`src/rtl/rr_arbiter_pkg.sv`:
```
// Shared types and constants for the round-robin arbiter.
//   arb_st_t   : arbiter state encoding (idle / busy)
//   arb_idx_w  : width of a binary requester index for n requesters
//   ARB_MAX_N  : largest supported requester count
package arb_pkg;

   typedef enum logic {ARB_IDLE, ARB_BUSY} arb_st_t;

   localparam int ARB_MAX_N = 32;

   // Keep the index at least one bit wide so N=2 still gets a real vector.
   function automatic int arb_idx_w(input int n);
      return (n <= 2) ? 1 : $clog2(n);
   endfunction

endpackage

```
`src/rtl/rr_arbiter_if.sv`:
```
// Request/grant bundle between N bus masters and the arbiter.
//   req     : per-requester request levels (master -> arbiter)
//   gnt     : one-hot grant, or all zeros (arbiter -> master)
//   gnt_vld : high when gnt is non-zero
//   gnt_id  : binary index of the granted requester, 0 when idle
// Modports: master (request side), slave (arbiter side).
interface rr_arbiter_if
   import arb_pkg::*;
#(
   parameter int N = 4
);
   localparam int IW = arb_idx_w(N);

   logic [N-1:0]  req;
   logic [N-1:0]  gnt;
   logic          gnt_vld;
   logic [IW-1:0] gnt_id;

   modport master (output req, input gnt, input gnt_vld, input gnt_id);
   modport slave  (input req, output gnt, output gnt_vld, output gnt_id);

endinterface

```
`src/rtl/rr_arbiter_pick.sv`:
```
// Combinational rotated-priority search used by rr_arbiter.
//   req_i    : request vector
//   ptr_i    : index where the search starts (scans upward, wraps N-1 -> 0)
//   found_o  : at least one request set
//   idx_o    : binary index of the selected requester (0 when none)
//   onehot_o : one-hot form of idx_o (0 when none)
module rr_pick
   import arb_pkg::*;
#(
   parameter int N  = 4,
   parameter int IW = arb_idx_w(N)
) (
   input  logic [N-1:0]  req_i,
   input  logic [IW-1:0] ptr_i,
   output logic          found_o,
   output logic [IW-1:0] idx_o,
   output logic [N-1:0]  onehot_o
);

   logic [2*N-1:0] req_dbl;
   logic [N-1:0]   req_rot;
   logic [IW:0]    idx_sum;

   // Doubling the vector turns the modulo-N rotation into a plain shift.
   assign req_dbl = {req_i, req_i};
   assign req_rot = req_dbl[N-1:0] | '0;

   always_comb begin
      found_o  = 1'b0;
      idx_o    = '0;
      idx_sum  = '0;
      for (int k = 0; k < N; k++) begin
         if (!found_o && req_dbl[k + int'(ptr_i)]) begin
            found_o = 1'b1;
            idx_sum = {1'b0, ptr_i} + (IW+1)'(k);
            if (idx_sum >= (IW+1)'(N)) begin
               idx_sum = idx_sum - (IW+1)'(N);
            end
            idx_o = idx_sum[IW-1:0];
         end
      end
      onehot_o = found_o ? (N'(1) << idx_o) : '0;
   end

   logic unused_rot;
   assign unused_rot = ^req_rot;

endmodule

```
`src/rtl/rr_arbiter.sv`:
```
// N-way round-robin arbiter with registered one-hot grant.
//   clk   : clock, all state on the rising edge
//   rst_n : synchronous active-low reset
//   bus   : rr_arbiter_if.slave (req in; gnt, gnt_vld, gnt_id out)
// Build option RR_ARBITER_HOLD_EN: when defined, the owner keeps the grant
// while it requests, for at most MAX_HOLD consecutive cycles per tenure.
// When undefined, a fresh round-robin pick is made on every edge.
//
// state    | meaning
// ARB_IDLE | no grant outstanding
// ARB_BUSY | one requester owns the grant (own_q)
module rr_arbiter
   import arb_pkg::*;
#(
   parameter int N        = 4,
   parameter int MAX_HOLD = 8
) (
   input  logic          clk,
   input  logic          rst_n,
   rr_arbiter_if.slave   bus
);

   localparam int IW = arb_idx_w(N);

   if (N < 2 || N > ARB_MAX_N) begin : g_bad_n
      $error("rr_arbiter: N out of range");
   end
   if (MAX_HOLD < 1 || MAX_HOLD > 255) begin : g_bad_hold
      $error("rr_arbiter: MAX_HOLD out of range");
   end

   arb_st_t       st_q, st_d;
   logic [IW-1:0] ptr_q, ptr_d;
   logic [IW-1:0] own_q, own_d;
   logic [N-1:0]  gnt_q, gnt_d;
   logic          vld_q, vld_d;
   logic [IW-1:0] id_q, id_d;
`ifdef RR_ARBITER_HOLD_EN
   localparam int HW = $clog2(MAX_HOLD + 1);
   logic [HW-1:0] hcnt_q, hcnt_d;
`endif

   logic          pick_found;
   logic [IW-1:0] pick_idx;
   logic [N-1:0]  pick_onehot;

   rr_pick #(.N(N), .IW(IW)) u_pick (
      .req_i    (bus.req),
      .ptr_i    (ptr_q),
      .found_o  (pick_found),
      .idx_o    (pick_idx),
      .onehot_o (pick_onehot)
   );

   always_ff @(posedge clk) begin
      if (!rst_n) begin
         st_q   <= ARB_IDLE;
         ptr_q  <= '0;
         own_q  <= '0;
         gnt_q  <= '0;
         vld_q  <= 1'b0;
         id_q   <= '0;
`ifdef RR_ARBITER_HOLD_EN
         hcnt_q <= '0;
`endif
      end else begin
         st_q   <= st_d;
         ptr_q  <= ptr_d;
         own_q  <= own_d;
         gnt_q  <= gnt_d;
         vld_q  <= vld_d;
         id_q   <= id_d;
`ifdef RR_ARBITER_HOLD_EN
         hcnt_q <= hcnt_d;
`endif
      end
   end

   always_comb begin
      st_d   = st_q;
      ptr_d  = ptr_q;
      own_d  = own_q;
      gnt_d  = gnt_q;
      vld_d  = vld_q;
      id_d   = id_q;
`ifdef RR_ARBITER_HOLD_EN
      hcnt_d = hcnt_q;
      // Owner still asking with tenure left: keep everything, count on.
      if (st_q == ARB_BUSY && bus.req[own_q] && (hcnt_q < HW'(MAX_HOLD))) begin
         hcnt_d = hcnt_q + HW'(1);
      end else
`endif
      // Idle, or a release from busy: both resolve through the same pick,
      // so a release with other requesters pending has no idle gap.
      if (pick_found) begin
         st_d  = ARB_BUSY;
         own_d = pick_idx;
         ptr_d = (pick_idx == IW'(N - 1)) ? '0 : pick_idx + IW'(1);
         gnt_d = pick_onehot;
         vld_d = 1'b1;
         id_d  = pick_idx;
`ifdef RR_ARBITER_HOLD_EN
         hcnt_d = HW'(1);
`endif
      end else begin
         st_d  = ARB_IDLE;
         gnt_d = '0;
         vld_d = 1'b0;
         id_d  = '0;
`ifdef RR_ARBITER_HOLD_EN
         hcnt_d = '0;
`endif
      end
   end

   assign bus.gnt     = gnt_q;
   assign bus.gnt_vld = vld_q;
   assign bus.gnt_id  = id_q;

endmodule

```
`src/flat_wrapper.sv`:
```
// flat-port wrapper written by rule: the top's interface ports become plain ports
module rr_arbiter_flat import arb_pkg::*;
#(
   parameter int N        = 4,
   parameter int MAX_HOLD = 8
)
  (clk, rst_n, bus_req, bus_gnt, bus_gnt_vld, bus_gnt_id);
  rr_arbiter_if #(.N(N)) bus_i ();
  input  logic clk;
  input  logic rst_n;
  input wire logic [$bits(bus_i.req)-1:0] bus_req;
  output wire logic [$bits(bus_i.gnt)-1:0] bus_gnt;
  output wire logic [$bits(bus_i.gnt_vld)-1:0] bus_gnt_vld;
  output wire logic [$bits(bus_i.gnt_id)-1:0] bus_gnt_id;
  assign bus_i.req = bus_req;
  assign bus_gnt = bus_i.gnt;
  assign bus_gnt_vld = bus_i.gnt_vld;
  assign bus_gnt_id = bus_i.gnt_id;
  rr_arbiter #(.N(N), .MAX_HOLD(MAX_HOLD)) u_core (.clk(clk), .rst_n(rst_n), .bus(bus_i));
endmodule
```
`config.mk`:
```
export PLATFORM = sky130hd
export DESIGN_NAME = rr_arbiter_flat
export DESIGN_NICKNAME = d
export VERILOG_FILES = /design/src/rtl/rr_arbiter_pkg.sv /design/src/rtl/rr_arbiter_if.sv /design/src/rtl/rr_arbiter_pick.sv /design/src/rtl/rr_arbiter.sv /design/src/flat_wrapper.sv
export SDC_FILE = /design/constraint.sdc
export NUM_CORES = 1
export LEC_CHECK = 0
export CAP_MARGIN = 20
export CORE_AREA = 3 3 40 42
export DETAILED_ROUTE_END_ITERATION = 8
export DIE_AREA = 0 0 43 45
export SETUP_SLACK_MARGIN = 0.02
export SLEW_MARGIN = 30
export SYNTH_ARGS = -nofsm -noshare
export SYNTH_HDL_FRONTEND = slang
export SYNTH_SLANG_ARGS = --single-unit
export TNS_END_PERCENT = 1
```
`constraint.sdc`:
```
create_clock -name clk -period 1.7 [get_ports clk]
set_input_delay 0.34 -clock clk [delete_from_list [all_inputs] [get_ports clk]]
set_output_delay 0.34 -clock clk [all_outputs]
set_load 0.01 [all_outputs]
```
== Word-level counts from Yosys, hierarchy flattened ==
Cells that the tools add are included.
Operators by class
  $lt $le $gt $ge: 8
  $add $sub $neg: 11
  shift-type cells: 1
  mux-type cells: 25
  equal/unequal tests: 1
  reductions and logical operators: 7
Operator list (number)
  $mux 2: 9
  $lt 3x4->1 const B: 3
  $mux 1: 12
  $bmux 1 s3: 3
  $ge 3x3->1 const B: 3
  $sub 2x1->2 const B: 4
  $add 2x2->3 const A: 2
  $add 2x2->3 const B: 2
  $lt 2x4->1 const B: 1
  $shl 1x2->4 const A: 1
  $add 1x2->3 const A: 1
  $add 2x1->3 const B: 1
  $ge 2x3->1 const B: 1
  $logic_and 1x1->1: 3
  $logic_not 1->1: 3
  $add 2x1->2 const B: 1
  $bmux 1 s2: 1
  $eq 2x2->1 const B: 1
  $reduce_and 2->1: 1
Storage, ports and cells
  output and inout bits: 7
  input bits: 6
  word-level logic and storage cells: 57
  register bits after elaboration: 9

== Longest topological paths before layout ==
  word-level depth: 14
  mapped depth: 9
  depth with buffers taken out: 9

== Hierarchy ==
Synthesis repeated with hierarchy kept, for this count alone.
Unflattened totals
  cell total of the unflattened synthesis: 55
  area, all modules: 499.2 µm²
Modules (own cells, without submodules)
  rr_arbiter: seq. area each 180.2 µm², cells an instance 22, area an instance 287.8 µm², times used 1
  rr_pick: seq. area each 0.0 µm², cells an instance 33, area an instance 211.5 µm², times used 1

== Least setup slack after synthesis ==
No wires, ideal clock.
  path type: input to register
  start point: in bus_req[0]
  end point: reg u_core.ptr_q[0]
  path buffers: 0
  slack: 0.295 ns
  setup time: 0.059 ns
  required time: 1.641 ns
  stages: 9
  arrival time: 1.346 ns
  cells stage by stage: inv_1 o221ai_1 o21a_1 nor2_1 ha_1 inv_1 nand2_1 a21oi_1 a41o_1
On the way
  longest elaborated chain between the ends: 14
  elaborated cells between the ends (all ways): 28
  those cells by class: add/sub (1); eq/ne (1); mux (20); reduce/logical (6)
RTL lines
  from (decl): RTL line flat_wrapper.sv:11  | input wire logic [$bits(bus_i.req)-1:0] bus_req;
  $bmux 1 s2: RTL line rr_arbiter_pick.sv:33  | if (!found_o && req_dbl[k + int'(ptr_i)]) begin
  $mux 1 (implied by the code): RTL line rr_arbiter_pick.sv:33
  $mux 1: RTL line rr_arbiter_pick.sv:33
  $logic_not 1->1: RTL line rr_arbiter_pick.sv:33
  $logic_and 1x1->1: RTL line rr_arbiter_pick.sv:33
  $mux 1: RTL line rr_arbiter_pick.sv:33
  $logic_not 1->1: RTL line rr_arbiter_pick.sv:33
  $logic_and 1x1->1: RTL line rr_arbiter_pick.sv:33
  $mux 1: RTL line rr_arbiter_pick.sv:33
  $logic_not 1->1: RTL line rr_arbiter_pick.sv:33
  $logic_and 1x1->1: RTL line rr_arbiter_pick.sv:33
  $mux 2 (*): RTL line rr_arbiter_pick.sv:33
  via u_core.pick_idx[0]: RTL line rr_arbiter.sv:44  | logic [IW-1:0] pick_idx;
  $add 2x1->2 or $eq 2x2->1 (tied branches): RTL line rr_arbiter.sv:98  | ptr_d = (pick_idx == IW'(N - 1)) ? '0 : pick_idx + IW'(1);
  $mux 2 (*): RTL line rr_arbiter.sv:98
  to (signal assigned): RTL line rr_arbiter.sv:68  | ptr_q <= ptr_d;
  to (decl): RTL line rr_arbiter.sv:33  | logic [IW-1:0] ptr_q, ptr_d;
Mark *: on every way through the listed nets, which the timed path passes. The rest lies on a longest branch. The select of a mux whose other input is x is not followed.
A chain may end at the register's enable or synchronous reset.

== Final worst setup path ==
  start point: in bus_req[3]
  end point: reg u_core.ptr_q[0]
The elaborated chain is that of the path after synthesis.

==> metrics <==
Die Y-Extent 45 um; type of element capturing the critical path flop; Critical Path Start Type input port; Clock Power Share 24.1%; sw power 181.4 uW; Final setup viols 0; fin crit share 92.61%; layout cells sized above 1 25.81%; Port Buffers 12; Max Slew Vio Count 0; Skew-Pair Late Insertion Delay 0.25 ns; row count 13; routed length per placed instance 9.818 um; Via Count 350; CTS clk-pin slew, worst paths 0.06 ns; Initial Utilization 29.89%; dpl hpwl 580.7 um; core area 1285 um^2; RSZ-0062 raised after global routing no; ant diodes 0; first drt pass iteration count 2; cell area after synthesis 384.1 um^2; Comb pwr share 34.2%; CTS root buffer clkbuf_4; CTS Sinks 9; nets 70; vias in the first global route 301; Max Buffers Root-to-Sink 2; final cell count without fillers 77; die area 1935 um^2; syn avg cell area 9.603 um^2; Least-Margin Pin Slew 0.2392 ns; CTS HTree Levels 1; final setup margin 0.1255 ns; sequential power share 41.7%; dpl cells 72; Power Density 1070 nW/um^2; CTS tree done; hold-fix buffers at CTS 0; Fin. Hold Viols 0; GPL Wtd Cong 0.7252; sw frac 28.00%; Post-Syn Nets 47; CP Data Arrival Time 1.72 ns; initial antenna violation count 0; largest net degree at the start of global routing 7; CTS Buf Count 3; DRT Wirelength 756 um; Die W 43 um; Crit Path Category input port to flop; Finished Core Util 47.13%; Critical Path Slowest Stage Cell clkdlybuf4s50_1; fill cell count 137; Cell variety after synth 21; Max Cap Viol 0; DP Worst Slack -0.2298 ns; max incr delay on CP 0.52 ns; Initial DRC Count 2; remaining global-route overflow 0; CP Cell Sequence clkdlybuf4s50_1, o221ai_1, o21a_1, nor2_1, ha_1, inv_1, nand2_1, a21oi_1, a41o_1; Remaining DRCs 0; crit-path leading delay family buffers and inverters; DR vias/cell 4.545; Worst VDD drop 0.5745 mV; Fmax 635.1 MHz; Slew HR 84.03%; Tmin final 1.574 ns; GRT Overall Usage 8.688%; register area share after synthesis 46.91%; first-pass GRT wire length 1207 um; Critical Path RT 1.85 ns; post-route ant nets 0; Final Skew 0.002779 ns; type of the most critical hold path input port to flop; num ports 13; area delta synth->final 57.65%; Syn. warnings 0; Leakage 0.3118 nW; Crit Path Max Fanout 3; CP bufs+invs 2; Pint 466.4 uW; status finished clean; Yosys reg bits 9; Mapped Cells 40
==> worst reg2reg max path, stage by stage, from the launching register on <==
cell and delay (ns):
dfxtp_1 0.45, o22ai_1 0.13, o21a_1 0.19, nor2_1 0.09
ha_1 0.16, inv_1 0.05, nand2_1 0.05, a21oi_1 0.06
a41o_1 0.20
==> cells by family (layout without fill, tap and decap cells) <==
family                     after synthesis  after routing  share of synthesized area [%]
AOI/OAI and AO/OA                       12             12                          24.76
and+or+nand+nor                         12             12                          17.59
DFF                                      9              9                          46.90
buffers and inverters                    5             27                          4.884
adders and majority gates                1              1                          3.257
muxes                                    1              1                          2.606
==> layout by cell type (no fill, tap or decap) <==
| cell | count |
|---|---|
| o221ai_1 | 1 |
| nor2_1 | 4 |
| a21o_2 | 1 |
| clkdlybuf4s50_1 | 9 |
| mux2i_1 | 1 |
| o21a_1 | 1 |
| dfxtp_1 | 9 |
| dlymetal6s2s_1 | 3 |
| nand2_4 | 1 |
| clkbuf_1 | 1 |
| nand2_1 | 2 |
| a21oi_1 | 1 |
| a21o_1 | 1 |
| inv_2 | 2 |
| inv_1 | 3 |
| nor2b_1 | 2 |
| clkbuf_4 | 3 |
| nor3_1 | 2 |
| o22ai_1 | 1 |
| buf_4 | 6 |
| o21bai_1 | 1 |
| a41o_1 | 1 |
| o211a_1 | 2 |
| ha_1 | 1 |
| a21oi_2 | 1 |
| o21ai_2 | 1 |
| or4_4 | 1 |
==> synth_stat cells <==
| library cell | count | area share [%] |
|---|---|---|
| a21o_1 | 1 | 2.0 |
| a21o_2 | 1 | 2.3 |
| a21oi_1 | 2 | 2.6 |
| a41o_1 | 1 | 2.6 |
| dfxtp_1 | 9 | 47 |
| ha_1 | 1 | 3.3 |
| inv_1 | 4 | 3.9 |
| inv_2 | 1 | 0.98 |
| mux2i_1 | 1 | 2.6 |
| nand2_1 | 2 | 2.0 |
| nand2_4 | 1 | 2.9 |
| nor2_1 | 4 | 3.9 |
| nor2b_1 | 2 | 3.3 |
| nor3_1 | 2 | 2.6 |
| o211a_1 | 2 | 5.2 |
| o21a_1 | 1 | 2.0 |
| o21ai_2 | 1 | 2.3 |
| o21bai_1 | 1 | 2.0 |
| o221ai_1 | 1 | 2.3 |
| o22ai_1 | 1 | 1.6 |
| or4_4 | 1 | 2.9 |
==> timing repair <==
action                     4_1_cts  5_1_grt
setup endpoints to repair        0        2
buffers inserted                 0        1
hold endpoints to repair         0        0
resized for setup                0        5
==> routing by layer <==
layer | wire length [um] | up-vias | global-route usage [%]
met1 | 382 | 154 | 11.68
li1 | - | 187 | -
met3 | 60 | 0 | 5.976
met2 | 313 | 9 | 11.38
met4 | 0 | 0 | 1.807
met5 | 0 | - | 0
==> cell type report <==
| cell class | instances | area [um^2] | area share [%] |
|---|---|---|---|
| inverters | 5 | 18.77 | 3.099 |
| clock buffers | 4 | 26.28 | 4.339 |
| repair buffers | 18 | 172.7 | 28.51 |
| well taps | 15 | 18.77 | 3.099 |
| flip-flops and latches | 9 | 180.2 | 29.75 |
| multi-input cells | 26 | 188.9 | 31.20 |
==> power groups by stage <==
stage	logic, mW	registers, mW	clock network (mW)
2_1_floorplan	0.0926	0.281	0
3_3_place_gp	0.210	0.273	0
3_5_place_dp	0.212	0.274	0
4_1_cts	0.212	0.269	0.164
5_1_grt	0.241	0.275	0.177
6_report	0.222	0.270	0.156
==> sequential cells by signal, summed over array words and instances (netlist names) <==
signal	flops
u_core.bus.gnt	4
u_core.bus.gnt_id	2
u_core.bus.gnt_vld	1
u_core.ptr_q	2
==> stage by stage <==
stage	TNS [ns]	cell area (um^2)	total power, mW	hold slack (ns)
floorplan	0	384.1	0.3739	0.4509
global placement	-1.003	560.5	0.4834	0.5633
detailed placement	-1.008	560.5	0.4862	0.5807
CTS	0	586.8	0.6454	0.5849
global route	0	605.6	0.6926	0.5532
finish	0	605.6	0.6478	0.5282
==> final timing paths <==
check / endpoint / depth (start not counted) / slack, ns / startpoint
max: u_core.ptr_q[0] / 9 / 0.13 / bus_req[3]
min: u_core.bus.gnt_vld / 4 / 0.53 / bus_req[2]
max reg2reg: u_core.ptr_q[0] / 8 / 0.23 / u_core.ptr_q[0]
min reg2reg: u_core.ptr_q[1] / 2 / 0.58 / u_core.ptr_q[1]
No activity file was read; power rests on OpenSTA's default activity.
